## src/rtl/servo_ramp_sched_pkg.sv

```systemverilog
// rtl/servo_ramp_sched_pkg.sv - shared types and sizing helpers for the servo ramp scheduler
package servo_ramp_sched_pkg;

   // Scheduler states: IDLE takes commands, UPDATE walks the channels one per cycle.
   typedef enum logic [0:0] {
      S_IDLE   = 1'b0,
      S_UPDATE = 1'b1
   } state_t;

   // Channel index width, never narrower than one bit.
   function automatic int ch_width(input int num_ch);
      return (num_ch < 2) ? 1 : $clog2(num_ch);
   endfunction

   // Clock ticks per PWM frame; 64-bit intermediate so large clocks do not overflow.
   function automatic int period_ticks(input int clk_freq_hz, input int pwm_period_us);
      longint t;
      t = longint'(pwm_period_us) * longint'(clk_freq_hz) / longint'(1000000);
      return int'(t);
   endfunction

endpackage

```

## src/rtl/servo_ramp_sched_frame_timer.sv

```systemverilog
// rtl/servo_ramp_sched_frame_timer.sv - free-running frame counter with registered end-of-frame pulse
module servo_ramp_sched_frame_timer
   import servo_ramp_sched_pkg::*;
#(
   parameter int CLK_FREQ_HZ   = 12000000,
   parameter int PWM_PERIOD_US = 20000
) (
   input  logic clk,
   input  logic rst_n,
   output logic frame_tick
);

   localparam int PERIOD_TICKS = period_ticks(CLK_FREQ_HZ, PWM_PERIOD_US);
   localparam int CTR_W        = $clog2(PERIOD_TICKS);
   localparam logic [CTR_W-1:0] CTR_LAST = CTR_W'(PERIOD_TICKS - 1);
   localparam logic [CTR_W-1:0] CTR_PRE  = CTR_W'(PERIOD_TICKS - 2);

   logic [CTR_W-1:0] ctr;

   // Count 0..PERIOD_TICKS-1; the pulse is set one edge early so it is high while ctr sits on its last value.
   always_ff @(posedge clk or negedge rst_n) begin
      if (!rst_n) begin
         ctr        <= '0;
         frame_tick <= 1'b0;
      end else begin
         ctr        <= (ctr == CTR_LAST) ? '0 : ctr + 1'b1;
         frame_tick <= (ctr == CTR_PRE);
      end
   end

endmodule

```

## src/rtl/servo_ramp_sched.sv

```systemverilog
// rtl/servo_ramp_sched.sv - per-channel duty slew scheduler feeding the servo pwm generators
module servo_ramp_sched
   import servo_ramp_sched_pkg::*;
#(
   parameter int CLK_FREQ_HZ   = 12000000,
   parameter int PWM_PERIOD_US = 20000,
   parameter int DUTY_RES_BITS = 8,
   parameter int NUM_CH        = 4,
   parameter int STEP          = 1,
   parameter int DUTY_INIT     = 128,
   localparam int CH_W         = ch_width(NUM_CH)
) (
   input  logic                            clk,
   input  logic                            rst_n,
   input  logic                            cmd_valid,
   output logic                            cmd_ready,
   input  logic [CH_W-1:0]                 cmd_ch,
   input  logic [DUTY_RES_BITS-1:0]        cmd_duty,
   input  logic                            cmd_en,
   output logic [NUM_CH*DUTY_RES_BITS-1:0] duty_bus,
   output logic [NUM_CH-1:0]               enable_bus,
   output logic                            frame_tick,
   output logic                            busy
);

   localparam int DW = DUTY_RES_BITS;
   localparam logic [DW-1:0]   INIT_DUTY = DW'(DUTY_INIT);
   localparam logic [CH_W-1:0] LAST_IDX  = CH_W'(NUM_CH - 1);

   logic [DW-1:0]     target     [NUM_CH];
   logic [DW-1:0]     cur        [NUM_CH];
   logic [NUM_CH-1:0] en;
   logic [DW-1:0]     target_nxt [NUM_CH];
   logic [DW-1:0]     cur_nxt    [NUM_CH];
   logic [NUM_CH-1:0] en_nxt;
   logic              busy_nxt;
   logic              accept;
   state_t            state;
   logic [CH_W-1:0]   idx;

   // Move c toward t by at most STEP; land exactly on t when close enough so it never overshoots or wraps.
   function automatic logic [DW-1:0] slew(input logic [DW-1:0] c, input logic [DW-1:0] t);
      logic [DW:0] diff;
      if (t >= c) diff = {1'b0, t} - {1'b0, c};
      else        diff = {1'b0, c} - {1'b0, t};
      if (STEP == 0 || int'(diff) <= STEP) return t;
      else if (t > c)                      return c + DW'(STEP);
      else                                 return c - DW'(STEP);
   endfunction

   servo_ramp_sched_frame_timer #(
      .CLK_FREQ_HZ   (CLK_FREQ_HZ),
      .PWM_PERIOD_US (PWM_PERIOD_US)
   ) u_frame_timer (
      .clk        (clk),
      .rst_n      (rst_n),
      .frame_tick (frame_tick)
   );

   assign accept = cmd_valid && cmd_ready;

   // Next values of the channel registers: command write (out-of-range channels match nothing) and the slot slew.
   always_comb begin
      busy_nxt = 1'b0;
      for (int i = 0; i < NUM_CH; i++) begin
         target_nxt[i] = target[i];
         en_nxt[i]     = en[i];
         cur_nxt[i]    = cur[i];
         if (accept && cmd_ch == CH_W'(i)) begin
            target_nxt[i] = cmd_duty;
            en_nxt[i]     = cmd_en;
         end
         if (state == S_UPDATE && idx == CH_W'(i)) begin
            cur_nxt[i] = slew(cur[i], target[i]);
         end
         if (en_nxt[i] && cur_nxt[i] != target_nxt[i]) begin
            busy_nxt = 1'b1;
         end
      end
   end

   // Per-channel target, current position and enable registers.
   always_ff @(posedge clk or negedge rst_n) begin
      if (!rst_n) begin
         for (int i = 0; i < NUM_CH; i++) begin
            target[i] <= INIT_DUTY;
            cur[i]    <= INIT_DUTY;
         end
         en <= '0;
      end else begin
         for (int i = 0; i < NUM_CH; i++) begin
            target[i] <= target_nxt[i];
            cur[i]    <= cur_nxt[i];
         end
         en <= en_nxt;
      end
   end

   // Scheduler FSM: one channel per cycle after each frame tick; busy refreshed on commands and at sweep end.
   always_ff @(posedge clk or negedge rst_n) begin
      if (!rst_n) begin
         state     <= S_IDLE;
         idx       <= '0;
         cmd_ready <= 1'b1;
         busy      <= 1'b0;
      end else begin
         case (state)
            S_IDLE: begin
               if (accept) busy <= busy_nxt;
               if (frame_tick) begin
                  state     <= S_UPDATE;
                  idx       <= '0;
                  cmd_ready <= 1'b0;
               end
            end
            S_UPDATE: begin
               if (idx == LAST_IDX) begin
                  state     <= S_IDLE;
                  idx       <= '0;
                  cmd_ready <= 1'b1;
                  busy      <= busy_nxt;
               end else begin
                  idx <= idx + 1'b1;
               end
            end
            default: begin
               state     <= S_IDLE;
               idx       <= '0;
               cmd_ready <= 1'b1;
            end
         endcase
      end
   end

   // Flatten the registered positions onto the duty bus.
   always_comb begin
      duty_bus = '0;
      for (int i = 0; i < NUM_CH; i++) begin
         duty_bus[i*DW +: DW] = cur[i];
      end
   end

   assign enable_bus = en;

endmodule

```

## config.mk

```make
export PLATFORM = sky130hd
export DESIGN_NAME = servo_ramp_sched
export DESIGN_NICKNAME = d
export VERILOG_FILES = /design/src/rtl/servo_ramp_sched_pkg.sv /design/src/rtl/servo_ramp_sched_frame_timer.sv /design/src/rtl/servo_ramp_sched.sv
export SDC_FILE = /design/constraint.sdc
export NUM_CORES = 1
export LEC_CHECK = 0
export CAP_MARGIN = 20
export CORE_AREA = 4 4 139 154
export CTS_BUF_LIST = sky130_fd_sc_hd__clkbuf_4 sky130_fd_sc_hd__clkbuf_8
export CTS_CLUSTER_SIZE = 28
export DETAILED_ROUTE_END_ITERATION = 12
export DIE_AREA = 0 0 143 158
export MAX_ROUTING_LAYER = met4
export PLACE_DENSITY = 0.7
export SYNTH_ARGS = -nofsm -noshare
export SYNTH_HDL_FRONTEND = slang
export SYNTH_SLANG_ARGS = --single-unit
```

## constraint.sdc

```tcl
create_clock -name clk -period 8.6 [get_ports clk]
set_clock_uncertainty 0.1 [all_clocks]
set_input_delay 0.86 -clock clk [delete_from_list [all_inputs] [get_ports clk]]
set_output_delay 0.86 -clock clk [all_outputs]
set_load 0.02 [all_outputs]
```

==> metrics.cfg <==
[clock_tree]
clock_path_buffers=2
cts-resized-gates=0
clk_latency_ns=0.37
postCtsSetupBuffers=0
cts-root-buf=clkbuf_8
cts_buffers=9
cts-hold-fix-buffers=0
h-tree-depth=3
tritoncts=yes
clkSinkCount=92
clkSlewWorstSetupHoldPaths_ns=0.10

[sta]
fmax_mhz=181
slew_viol_final=0
maxSlewHeadroom_pct=33.4
tns_ns=0
period_minus_slack_ns=5.53
grt_setup_unrepaired=false
timing.final.crit_share_pct=64.3
hold_violations=0
setup-violations-final=0
tightest_slew_ns=0.993

[worst_setup_path]
reg2regPathDepth=22
crit_type=register to register
crit_fanout=10
path_depth=22
r2r-end=busy
reg2reg_slack_ns=3.07
crit_required_ns=8.75
start_kind=register
crit_chain=inv_1 > ha_1 > and2_4 > a22o_1 > or4b_1 > a31oi_1 > nor2_1 > inv_1 > ha_1 > a21o_1 > a21oi_1 > o21bai_1 > a2111oi_0 > nor3_1 > xnor2_1 > o21ai_1 > a2bb2oi_1 > o221ai_1 > a2111oi_0 > a41o_1 > and3_1 > a31oi_1
critPathArrivalTime_ns=5.68
cp_slowest_cell=or4b_1
rr_startpoint=duty_bus[19]
critPathCaptureType=register
crit_family=compound AO/OA/AOI/OAI gates
max_stage_delay_ns=0.54
startpoint=duty_bus[19]
crit_end=busy
critPathBufInv=2

[routing]
antenna_left=0
drtIter0Drc=434
viasPerCell=5.73
post_drt_wl_per_cell_um=16.9
route.final.wire_length_um=22000
dr.pass1.iters=5
drc=0
vias=7478

[logic_synthesis]
synth_area_per_cell_sq_um=8.63
ys_ff_latch=92
synth_edf_count=0
syn_area_sq_mm=0.00876
synth_ff_type=dfrtp_1
async_flop_share_pct=100
yosysSeqAreaShare_pct=26.4
syn_inst=1016
ys_warn_count=0
synth_cell_types=81
synth_nets=1136

[layout]
multiInputGateArea_sq_mm=0.00591
fillers=1901
area_growth_syn_to_layout_pct=10.4
ff_latch_area_sq_mm=0.00231
diodes=0
fin_nets=1169
drive_gt1_share_pct=6.83

[place]
io_buffers=52
place_hpwl_um=17200
gp_congestion=0.953

[global_route]
grtUsageTotal_pct=20.3
grt_max_degree=74
grt_antenna_before_repair=0
grt_pass1_wl_um=36300
grt_pass1_vias=7383
grt_overflow=0

[job]
maxCapViolCount=0

[floorplan]
coreArea_sq_mm=0.0198
dieArea_sq_mm=0.0226
die_w_um=143
ios=53
rows=54
start_util_pct=44.3
die_y_um=158

[status]
status=complete, no violations

[hold_path]
hp-class=input pin to async pin

[power_and_ir_drop]
peakVddDrop_uv=79.3
powerDensity_mw_per_mm2=80.7
finalPower_uw=781
cellLeakagePower_uw=0.00430

## cells in the mapped netlist, types with 23 or more instances
master,number,area share (%)
inv_1,102,4.4
ha_1,94,13
dfrtp_1,83,24
nor2_1,73,3.1
nand2_1,70,3.0
a21oi_1,54,3.1
xnor2_1,52,5.2
o21ai_0,50,2.9
xor2_1,30,3.0
nand3_1,29,1.7
mux2_2,27,3.5
mux2i_1,23,2.6
## where the power goes
| part | leakage [uW] | internal, uW | switching [uW] |
|---|---|---|---|
| clock network | 0.000116 | 172 | 156 |
| logic | 0.00298 | 5.68 | 15.0 |
| registers | 0.00120 | 432 | 0 |
| total | 0.00430 | 610 | 171 |
## routing by layer
metal	part of all wire (%)	GRT usage, %
met4	2.6	6.29
met3	3.5	2.78
met1	46	25.6
met2	48	34.0
met5	0	-
## final cells by class
class                   count  area share, %
clock buffers              10           1.42
clock inverters             6          0.905
inverters                 102           3.96
multi-input cells         790           61.0
flip-flops and latches     92           23.9
well taps                 252           3.26
repair buffers             54           5.51
## flip-flops by register name, summed over array words and instances, names as in the netlist
register	cells
busy	1
cmd_ready	1
duty_bus	32
enable_bus	4
idx	2
state	1
target	32
u_frame_timer.ctr	18
u_frame_timer.frame_tick	1
## how the worst min path moves through the flow
stage               cells after the start               endpoint            startpoint  slack, ns
finish                                  1   u_frame_timer.ctr[9]                 rst_n       0.25
global route                            1  u_frame_timer.ctr[13]                 rst_n       0.25
CTS                                     1   u_frame_timer.ctr[9]                 rst_n       0.24
detailed placement                      1   u_frame_timer.ctr[6]  u_frame_timer.ctr[6]       0.36
global placement                        1   u_frame_timer.ctr[6]  u_frame_timer.ctr[6]       0.36
floorplan                               1   u_frame_timer.ctr[6]  u_frame_timer.ctr[6]       0.34
## kinds of logic after synthesis
logic type | after synthesis | share of synthesized area [%]
adders and majority gates | 106 | 16.2
buffers and inverters | 134 | 6.28
AOI/OAI and AO/OA | 268 | 20.9
and+or+nand+nor | 284 | 15.9
xor gates and xnor gates | 82 | 8.19
muxes | 50 | 6.10
DFF | 92 | 26.4
## through the flow
stage | worst slack, ns | instance area (sq um) | utilization (%) | hold WS (ns) | instances
2_1_floorplan | 3.52 | 8760 | - | 0.341 | 1016
3_5_place_dp | 3.19 | 9450 | 47.7 | 0.360 | 1290
4_1_cts | 3.16 | 9680 | 48.9 | 0.241 | 1306
6_report | 3.07 | 9680 | 48.9 | 0.252 | 1306
3_3_place_gp | 3.26 | 9450 | 47.7 | 0.359 | 1290
5_1_grt | 2.69 | 9680 | 48.9 | 0.249 | 1306
## placed cells by master (no fill, tap or decap), types with 13 or more instances in the layout
master	n
inv_1	102
nand3_1	29
a21oi_1	54
xor2_1	30
mux2i_1	23
o21a_1	13
nor3_1	16
clkdlybuf4s50_1	51
nand2_1	70
o21ai_0	50
nor2_1	73
dfrtp_1	83
ha_1	94
nand4_1	18
xnor2_1	52
nand2b_1	13
a211oi_1	14
a21o_1	17
o21ai_1	18
mux2_2	27
nor2b_1	13
Power figures use the tool's default switching activity.
